`config.mk`:
```
export PLATFORM = sky130hd
export DESIGN_NAME = mem_arbiter
export DESIGN_NICKNAME = d
export VERILOG_FILES = /design/src/rtl/mem_arbiter.sv
export SDC_FILE = /design/constraint.sdc
export NUM_CORES = 1
export LEC_CHECK = 0
export CAP_MARGIN = 20
export CELL_PAD_IN_SITES_DETAIL_PLACEMENT = 2
export CELL_PAD_IN_SITES_GLOBAL_PLACEMENT = 2
export CORE_AREA = 2 2 152 154
export CTS_BUF_LIST = sky130_fd_sc_hd__clkbuf_8
export CTS_CLUSTER_DIAMETER = 60
export DETAILED_ROUTE_END_ITERATION = 6
export DIE_AREA = 0 0 154 156
export PLACE_DENSITY_LB_ADDON = 0.1
export SYNTH_ARGS = -nofsm -noshare
export SYNTH_HDL_FRONTEND = slang
export SYNTH_SLANG_ARGS = --single-unit
```
`constraint.sdc`:
```
create_clock -name clk -period 3.2 [get_ports clk]
set_clock_uncertainty 0.1 [all_clocks]
set_input_delay 0.64 -clock clk [delete_from_list [all_inputs] [get_ports clk]]
set_output_delay 0.64 -clock clk [all_outputs]
set_load 0.02 [all_outputs]
```
`src/rtl/mem_arbiter.sv`:
```
// mem_arbiter: two-requester arbiter (instruction fetch "if", load/store
// "ls") in front of one shared memory port, one transaction outstanding.
//
// Parameter
//   TIMEOUT    RESP cycles without mem_rvalid before the transaction is
//              aborted with an error response (2..255).
// Ports
//   clk, rst_n                       clock, asynchronous active-low reset
//   if_req, if_addr                  fetch request
//   if_gnt, if_rvalid, if_rdata,     fetch grant (combinational), response,
//   if_err                           response data, timeout flag
//   ls_req, ls_addr, ls_we, ls_wd    load/store request
//   ls_gnt, ls_rvalid, ls_rdata,     load/store grant, response, data,
//   ls_err                           timeout flag
//   mem_req, mem_addr, mem_we,       shared memory request channel
//   mem_wd, mem_ready
//   mem_rvalid, mem_rdata            shared memory response channel
//
// Build option
//   ARB_ROUND_ROBIN_EN  when defined, simultaneous requests alternate
//                       between the requesters; otherwise ls always wins.
module mem_arbiter #(
  parameter int TIMEOUT = 16
) (
  input  logic        clk,
  input  logic        rst_n,
  input  logic        if_req,
  input  logic [31:0] if_addr,
  output logic        if_gnt,
  output logic        if_rvalid,
  output logic [31:0] if_rdata,
  output logic        if_err,
  input  logic        ls_req,
  input  logic [31:0] ls_addr,
  input  logic        ls_we,
  input  logic [31:0] ls_wd,
  output logic        ls_gnt,
  output logic        ls_rvalid,
  output logic [31:0] ls_rdata,
  output logic        ls_err,
  output logic        mem_req,
  output logic [31:0] mem_addr,
  output logic        mem_we,
  output logic [31:0] mem_wd,
  input  logic        mem_ready,
  input  logic        mem_rvalid,
  input  logic [31:0] mem_rdata
);

  typedef enum logic [1:0] {IDLE, REQ, RESP} state_e;

  localparam logic [7:0] TO_VAL = 8'(TIMEOUT);

  state_e      state_q, state_d;
  logic        owner_q, owner_d;   // 1 = ls owns the transaction
  logic [31:0] addr_q, addr_d;
  logic        we_q, we_d;
  logic [31:0] wd_q, wd_d;
  logic [7:0]  cnt_q, cnt_d;
  logic        if_rvalid_q, if_rvalid_d, if_err_q, if_err_d;
  logic [31:0] if_rdata_q, if_rdata_d;
  logic        ls_rvalid_q, ls_rvalid_d, ls_err_q, ls_err_d;
  logic [31:0] ls_rdata_q, ls_rdata_d;
  logic        sel_ls;
  logic        rsp_fire, rsp_err;
  logic [31:0] rsp_data;
  logic [7:0]  cnt_inc;

`ifdef ARB_ROUND_ROBIN_EN
  logic        last_q, last_d;     // 1 = ls was granted last
  // On a tie the requester that was not granted last wins.
  assign sel_ls = ls_req && (!if_req || !last_q);
`else
  assign sel_ls = ls_req;
`endif

  assign cnt_inc = cnt_q + 8'd1;

  always_comb begin
    state_d     = state_q;
    owner_d     = owner_q;
    addr_d      = addr_q;
    we_d        = we_q;
    wd_d        = wd_q;
    cnt_d       = cnt_q;
    if_rvalid_d = 1'b0;
    if_err_d    = 1'b0;
    if_rdata_d  = if_rdata_q;
    ls_rvalid_d = 1'b0;
    ls_err_d    = 1'b0;
    ls_rdata_d  = ls_rdata_q;
    if_gnt      = 1'b0;
    ls_gnt      = 1'b0;
    rsp_fire    = 1'b0;
    rsp_err     = 1'b0;
    rsp_data    = 32'd0;
`ifdef ARB_ROUND_ROBIN_EN
    last_d      = last_q;
`endif
    case (state_q)
      IDLE: begin
        if (if_req || ls_req) begin
          owner_d = sel_ls;
          addr_d  = sel_ls ? ls_addr : if_addr;
          we_d    = sel_ls & ls_we;
          wd_d    = sel_ls ? ls_wd : 32'd0;
          if_gnt  = !sel_ls;
          ls_gnt  = sel_ls;
`ifdef ARB_ROUND_ROBIN_EN
          last_d  = sel_ls;
`endif
          state_d = REQ;
        end
      end
      REQ: begin
        if (mem_ready) begin
          cnt_d   = 8'd0;
          state_d = RESP;
        end
      end
      RESP: begin
        // A response arriving in the cycle the counter would expire wins.
        if (mem_rvalid) begin
          rsp_fire = 1'b1;
          rsp_data = mem_rdata;
          state_d  = IDLE;
        end else begin
          cnt_d = cnt_inc;
          if (cnt_inc == TO_VAL) begin
            rsp_fire = 1'b1;
            rsp_err  = 1'b1;
            state_d  = IDLE;
          end
        end
      end
      default: state_d = IDLE;
    endcase
    if (rsp_fire) begin
      if (owner_q) begin
        ls_rvalid_d = 1'b1;
        ls_err_d    = rsp_err;
        ls_rdata_d  = rsp_data;
      end else begin
        if_rvalid_d = 1'b1;
        if_err_d    = rsp_err;
        if_rdata_d  = rsp_data;
      end
    end
  end

  always_ff @(posedge clk or negedge rst_n) begin
    if (!rst_n) begin
      state_q     <= IDLE;
      owner_q     <= 1'b0;
      addr_q      <= 32'd0;
      we_q        <= 1'b0;
      wd_q        <= 32'd0;
      cnt_q       <= 8'd0;
      if_rvalid_q <= 1'b0;
      if_err_q    <= 1'b0;
      if_rdata_q  <= 32'd0;
      ls_rvalid_q <= 1'b0;
      ls_err_q    <= 1'b0;
      ls_rdata_q  <= 32'd0;
`ifdef ARB_ROUND_ROBIN_EN
      last_q      <= 1'b0;
`endif
    end else begin
      state_q     <= state_d;
      owner_q     <= owner_d;
      addr_q      <= addr_d;
      we_q        <= we_d;
      wd_q        <= wd_d;
      cnt_q       <= cnt_d;
      if_rvalid_q <= if_rvalid_d;
      if_err_q    <= if_err_d;
      if_rdata_q  <= if_rdata_d;
      ls_rvalid_q <= ls_rvalid_d;
      ls_err_q    <= ls_err_d;
      ls_rdata_q  <= ls_rdata_d;
`ifdef ARB_ROUND_ROBIN_EN
      last_q      <= last_d;
`endif
    end
  end

  assign mem_req   = (state_q == REQ);
  assign mem_addr  = addr_q;
  assign mem_we    = we_q;
  assign mem_wd    = wd_q;
  assign if_rvalid = if_rvalid_q;
  assign if_err    = if_err_q;
  assign if_rdata  = if_rdata_q;
  assign ls_rvalid = ls_rvalid_q;
  assign ls_err    = ls_err_q;
  assign ls_rdata  = ls_rdata_q;

endmodule

```
# After elaboration in Yosys (flattened, before gate mapping)
# Index checks and enable logic that the tools add are counted.
# word_totals
output_inout_bits	136
wordCells	60
regBits	144
input_bits	135
# op_classes
muxes	29
n_eq_ne	7
bitwise_logic	2
addsub	1
reduce_logical	9
# op_table
operator	n
$mux 32	4
$mux 1	17
$mux 8	2
$pmux 8 s2	1
$add 8x1->8 const B	1
$eq 8x5->1 const B	1
$mux 2	4
$pmux 2 s3	1
$reduce_and 2->1	3
$reduce_and 3->1	2
$ne 2x2->1 const B	2
$ne 3x3->1 const B	1
$eq 2x1->1 const B	1
$eq 2x2->1 const B	1
$logic_not 2->1	1
$ne 2x1->1 const B	1
$reduce_bool 2->1	1
$and 1x1->1	1
$logic_not 1->1	1
$logic_or 1x1->1	1
$not 1->1	1

# Logic depth before layout (Yosys ltp)
# Gate-level depths: netlist (run 1).
# logic_depth
word_depth	7
mapped_depth	7
depth_no_buf	5

# Least setup slack after synthesis (run 1)
# No wires, ideal clock.
# synth_path
path_type	input to output
from	in ls_req
to	out ls_gnt
path_slack_ns	0.980
t_arrival_ns	1.480
t_required_ns	2.460
n_path_buf	3
cell_stages	4
cell_sequence	buf_2 > and2_1 > buf_2 > clkbuf_1
# synth_via
elab_chain_cells	3
# synth_rtl
element	line	text
start, declared	33	input logic ls_req,
$logic_or 1x1->1	102	if (if_req || ls_req) begin
$mux 1 *	102	
$mux 1 *	100	case (state_q)
end, declared	37	output logic ls_gnt,
# Mark *: on every way between the ends. The rest lies on a longest branch, timed or not.

# Worst setup path after layout (run 1)
# layout_path
from	reg state_q[0]
to	out if_gnt
# layout_via
elab_chain_cells	2
# layout_rtl
element	line	text
start, declared	54	state_e state_q, state_d;
start signal, assigned	169	state_q <= state_d;
$logic_not 2->1	100	
$mux 1	100	
end, declared	29	output logic if_gnt,
# Every way passes these cells.

==> results of run 1 <==
-- synthesized netlist by cell type, drive strengths merged --
| cell type | n | area (um^2) |
|---|---|---|
| a21o | 1 | 7.51 |
| a21oi | 2 | 10.0 |
| a221oi | 1 | 26.3 |
| a22o | 35 | 307 |
| a22oi | 64 | 480 |
| and2 | 1 | 6.26 |
| and3 | 2 | 15.0 |
| and4 | 1 | 11.3 |
| buf | 19 | 116 |
| clkbuf | 27 | 106 |
| dfrtp | 144 | 3600 |
| ha | 1 | 12.5 |
| inv | 2 | 7.51 |
| mux2i | 32 | 320 |
| nand2 | 105 | 402 |
| nand2b | 1 | 6.26 |
| nand3 | 3 | 15.0 |
| nand3b | 2 | 15.0 |
| nand4b | 1 | 8.76 |
| nor2 | 7 | 33.8 |
| nor3b | 3 | 27.5 |
| o21ai | 107 | 573 |
| o21ba | 2 | 20.0 |
| o21bai | 1 | 7.51 |
| o31ai | 1 | 7.51 |
| or3 | 1 | 6.26 |
| or3b | 2 | 17.5 |
| or4bb | 1 | 11.3 |
| xor2 | 2 | 17.5 |
-- area by class of cell --
class,count,share of cell area [%]
timing repair buffer,285,29.6
inverter,2,0.0786
clock buffer,17,2.45
clock inverter,15,1.57
sequential,144,37.7
tap,285,3.73
multi-input combinational,379,24.9
-- power breakdown --
part / internal, mW / switching (mW)
combinational: 1.80 / 2.01
clock: 0.641 / 0.795
sequential: 2.46 / 0.488
-- sequential cells by signal, indices dropped and copies added (netlist names) --
register   flops
if_rdata      32
ls_rdata      32
mem_addr      32
mem_wd        32
cnt_q          8
state_q        2
if_err         1
if_rvalid      1
ls_err         1
ls_rvalid      1
mem_we         1
owner_q        1
-- per-stage QoR --
stage               area [um^2]  util, %  worst slack (ns)
global route               9550     42.7             0.128
global placement           9170     41.0             0.479
floorplan                  6200        -             0.980
detailed placement         9170     41.0             0.420
CTS                        9550     42.7             0.226
finish                     9550     42.7             0.263
-- logic make-up (layout without fill, tap and decap cells) --
logic type	count (synthesis)	after routing	share of synthesized area, %
AO/OA/AOI/OAI	214	214	23.2
XOR/XNOR	2	2	0.283
adder cells (fa/ha/maj)	1	1	0.202
buffers and inverters	48	319	3.71
flip-flops	144	144	58.1
multiplexers	32	32	5.17
AND/OR/NAND/NOR	130	130	9.29
-- layout by cell type (no fill, tap or decap), drive strengths merged --
| cell type | n |
|---|---|
| clkinv | 4 |
| or4bb | 1 |
| a21oi | 2 |
| buf | 17 |
| and2 | 1 |
| ha | 1 |
| clkbuf | 17 |
| clkinvlp | 2 |
| a221oi | 1 |
| nand3 | 3 |
| o31ai | 1 |
| xor2 | 2 |
| nand2 | 105 |
| a22oi | 64 |
| a21o | 1 |
| mux2i | 32 |
| and4 | 1 |
| nand4b | 1 |
| nor2 | 7 |
| dfrtp | 144 |
| inv | 10 |
| a22o | 35 |
| nor3b | 3 |
| bufinv | 1 |
| and3 | 2 |
| o21ba | 2 |
| o21ai | 107 |
| clkdlybuf4s50 | 268 |
| or3 | 1 |
| nand3b | 2 |
| or3b | 2 |
| nand2b | 1 |
| o21bai | 1 |
-- worst max-delay path, delay by kind of cell (launching register included) --
kind          cells  cell delay, ns
buf+inv           1            0.62
flops             1            0.46
simple gates      3            0.67
-- layer usage --
metal | vias up | track usage (%) | wire, um
met2 | 209 | 32.9 | 11300
li1 | 2577 | - | -
met5 | - | 0 | 0
met4 | 0 | 4.45 | 204
met3 | 19 | 8.47 | 2210
met1 | 2842 | 22.5 | 9150
-- worst max path at each step --
| stage | startpoint | end | slack [ns] |
|---|---|---|---|
| after floorplan | ls_req | ls_gnt | 0.98 |
| after detailed placement | if_req | if_gnt | 0.42 |
| after global placement | if_req | if_gnt | 0.48 |
| after CTS | state_q[0] | if_gnt | 0.23 |
| final | state_q[0] | if_gnt | 0.26 |
| after global routing | state_q[0] | if_gnt | 0.13 |
==> results.cfg, run 1 <==
[timing]
final-setup-viol-count = 0
fin_tns_setup_ns = 0
max-slew-margin-rel_pct = 46.7
grt_setup_unrepaired = no
clock.fmax_mhz = 340
finalCritPeriodShare_pct = 91.8
tightestPinTransition_ns = 0.800
period_needed_ns = 2.94
timing.final.hold_violations = 0
drv_slew = 0
finalHoldWorstSlack_ns = 0.133

[critical_path]
reg_to_reg_end = ls_rdata[16]
worstPathMaxFanout = 8
critPathArrivalTime_ns = 2.20
cell_breakdown_of_the_critical_path = nor2_1 -> nand2_1 -> nor2_1 -> clkdlybuf4s50_1
criticalPathCategory = reg2out
critical_path.slowest_cell = sky130_fd_sc_hd__clkdlybuf4s50_1
required_ns = 2.46
cpPeakStageDelay_ns = 0.62
reg2regPathDepth = 6
worst_r2r_startpoint = cnt_q[0]
worst_path_most_repeated_cell = sky130_fd_sc_hd__nor2_1
crit_path_end_kind = primary output
reg2reg_setup_slack_ns = 1.03
worst_setup_path_start_kind = register

[run]
cap_violations = 0

[power_and_ir_drop]
power.leakage_nw = 4.06
totalPowerFinal_mw = 8.19
max-vdd-ir-drop_v = 0.000378
p_per_area_nw_per_um2 = 857

[routing]
drt-vias-per-instance = 5.01
detailedRoute.firstPassIterationCount = 5
finalWirelength_mm = 22.9
routed-via-count = 5647
detail_routed_net_length_per_standard_cell_um = 20.3
route.detailed.drc = 0
detail_route.iter0.violations = 207
final_antenna_net_count = 0

[cts]
tritoncts = done
path_clk_slew_ns = 0.09
ctsHoldBuffers = 0
clock_path_buffers = 2
cts_buffers = 17
cts.htree.levels = 4
clock-sinks = 144
post-cts-setup-buffers = 0
clock-root-buffer = sky130_fd_sc_hd__clkbuf_8
clock_insertion_delay_worst_skew_ns = 0.45
cts-resized-gates = 0

[synthesis]
synthesis.area_per_instance_um2 = 10.9
yosys_warnings = 0
ys_types = 40
synth_area_um2 = 6200
yosysSeqAreaShare_pct = 58.1
synth.net_count = 707
synth.ff_latch_count = 144
netlist_instances = 571

[final_layout]
nFillCells = 2378
areaGrowthSynthToFinish_pct = 54.1
ff_latch_area_um2 = 3600
n_antenna_cell = 0
multi_input_comb_area_um2 = 2380
nets = 965
cell_count_final_fillers_out = 1127
post_route_cells_drive_above_1_share_pct = 8.55

[place]
place_inst = 1095
numPortBuffers = 270
dpl.hpwl_mm = 16.8
gpl.final_weighted_congestion = 0.757

[global_route]
globalRouteOverflowTotal = 0
antenna_found_initial = 0
grt.total_usage_pct = 19.3
first_pass_grt_wire_length_mm = 36.2
grt_max_degree = 83
vias_in_the_first_global_route = 6351

[outcome]
outcome = finished, final reports clean

[floorplanning]
io-pin-count = 271
dieArea_um2 = 24000
initial_core_util_pct = 27.7
core_region_area_um2 = 22400
die_height_um = 156
die-width_um = 154
num_rows = 55

[min_path]
worstHoldPathType = in2async
(Power assumes the default switching activity.)
==> run 2: changes to the inputs <==
--- a/config.mk
+++ b/config.mk
@@ -14,6 +14,7 @@
 export DETAILED_ROUTE_END_ITERATION = 6
 export DIE_AREA = 0 0 154 156
 export PLACE_DENSITY_LB_ADDON = 0.1
+export SLEW_MARGIN = 0
 export SYNTH_ARGS = -nofsm -noshare
 export SYNTH_HDL_FRONTEND = slang
 export SYNTH_SLANG_ARGS = --single-unit
==> results of run 2 <==
No change in the layout: final DEF, timing and power equal those of run 1.
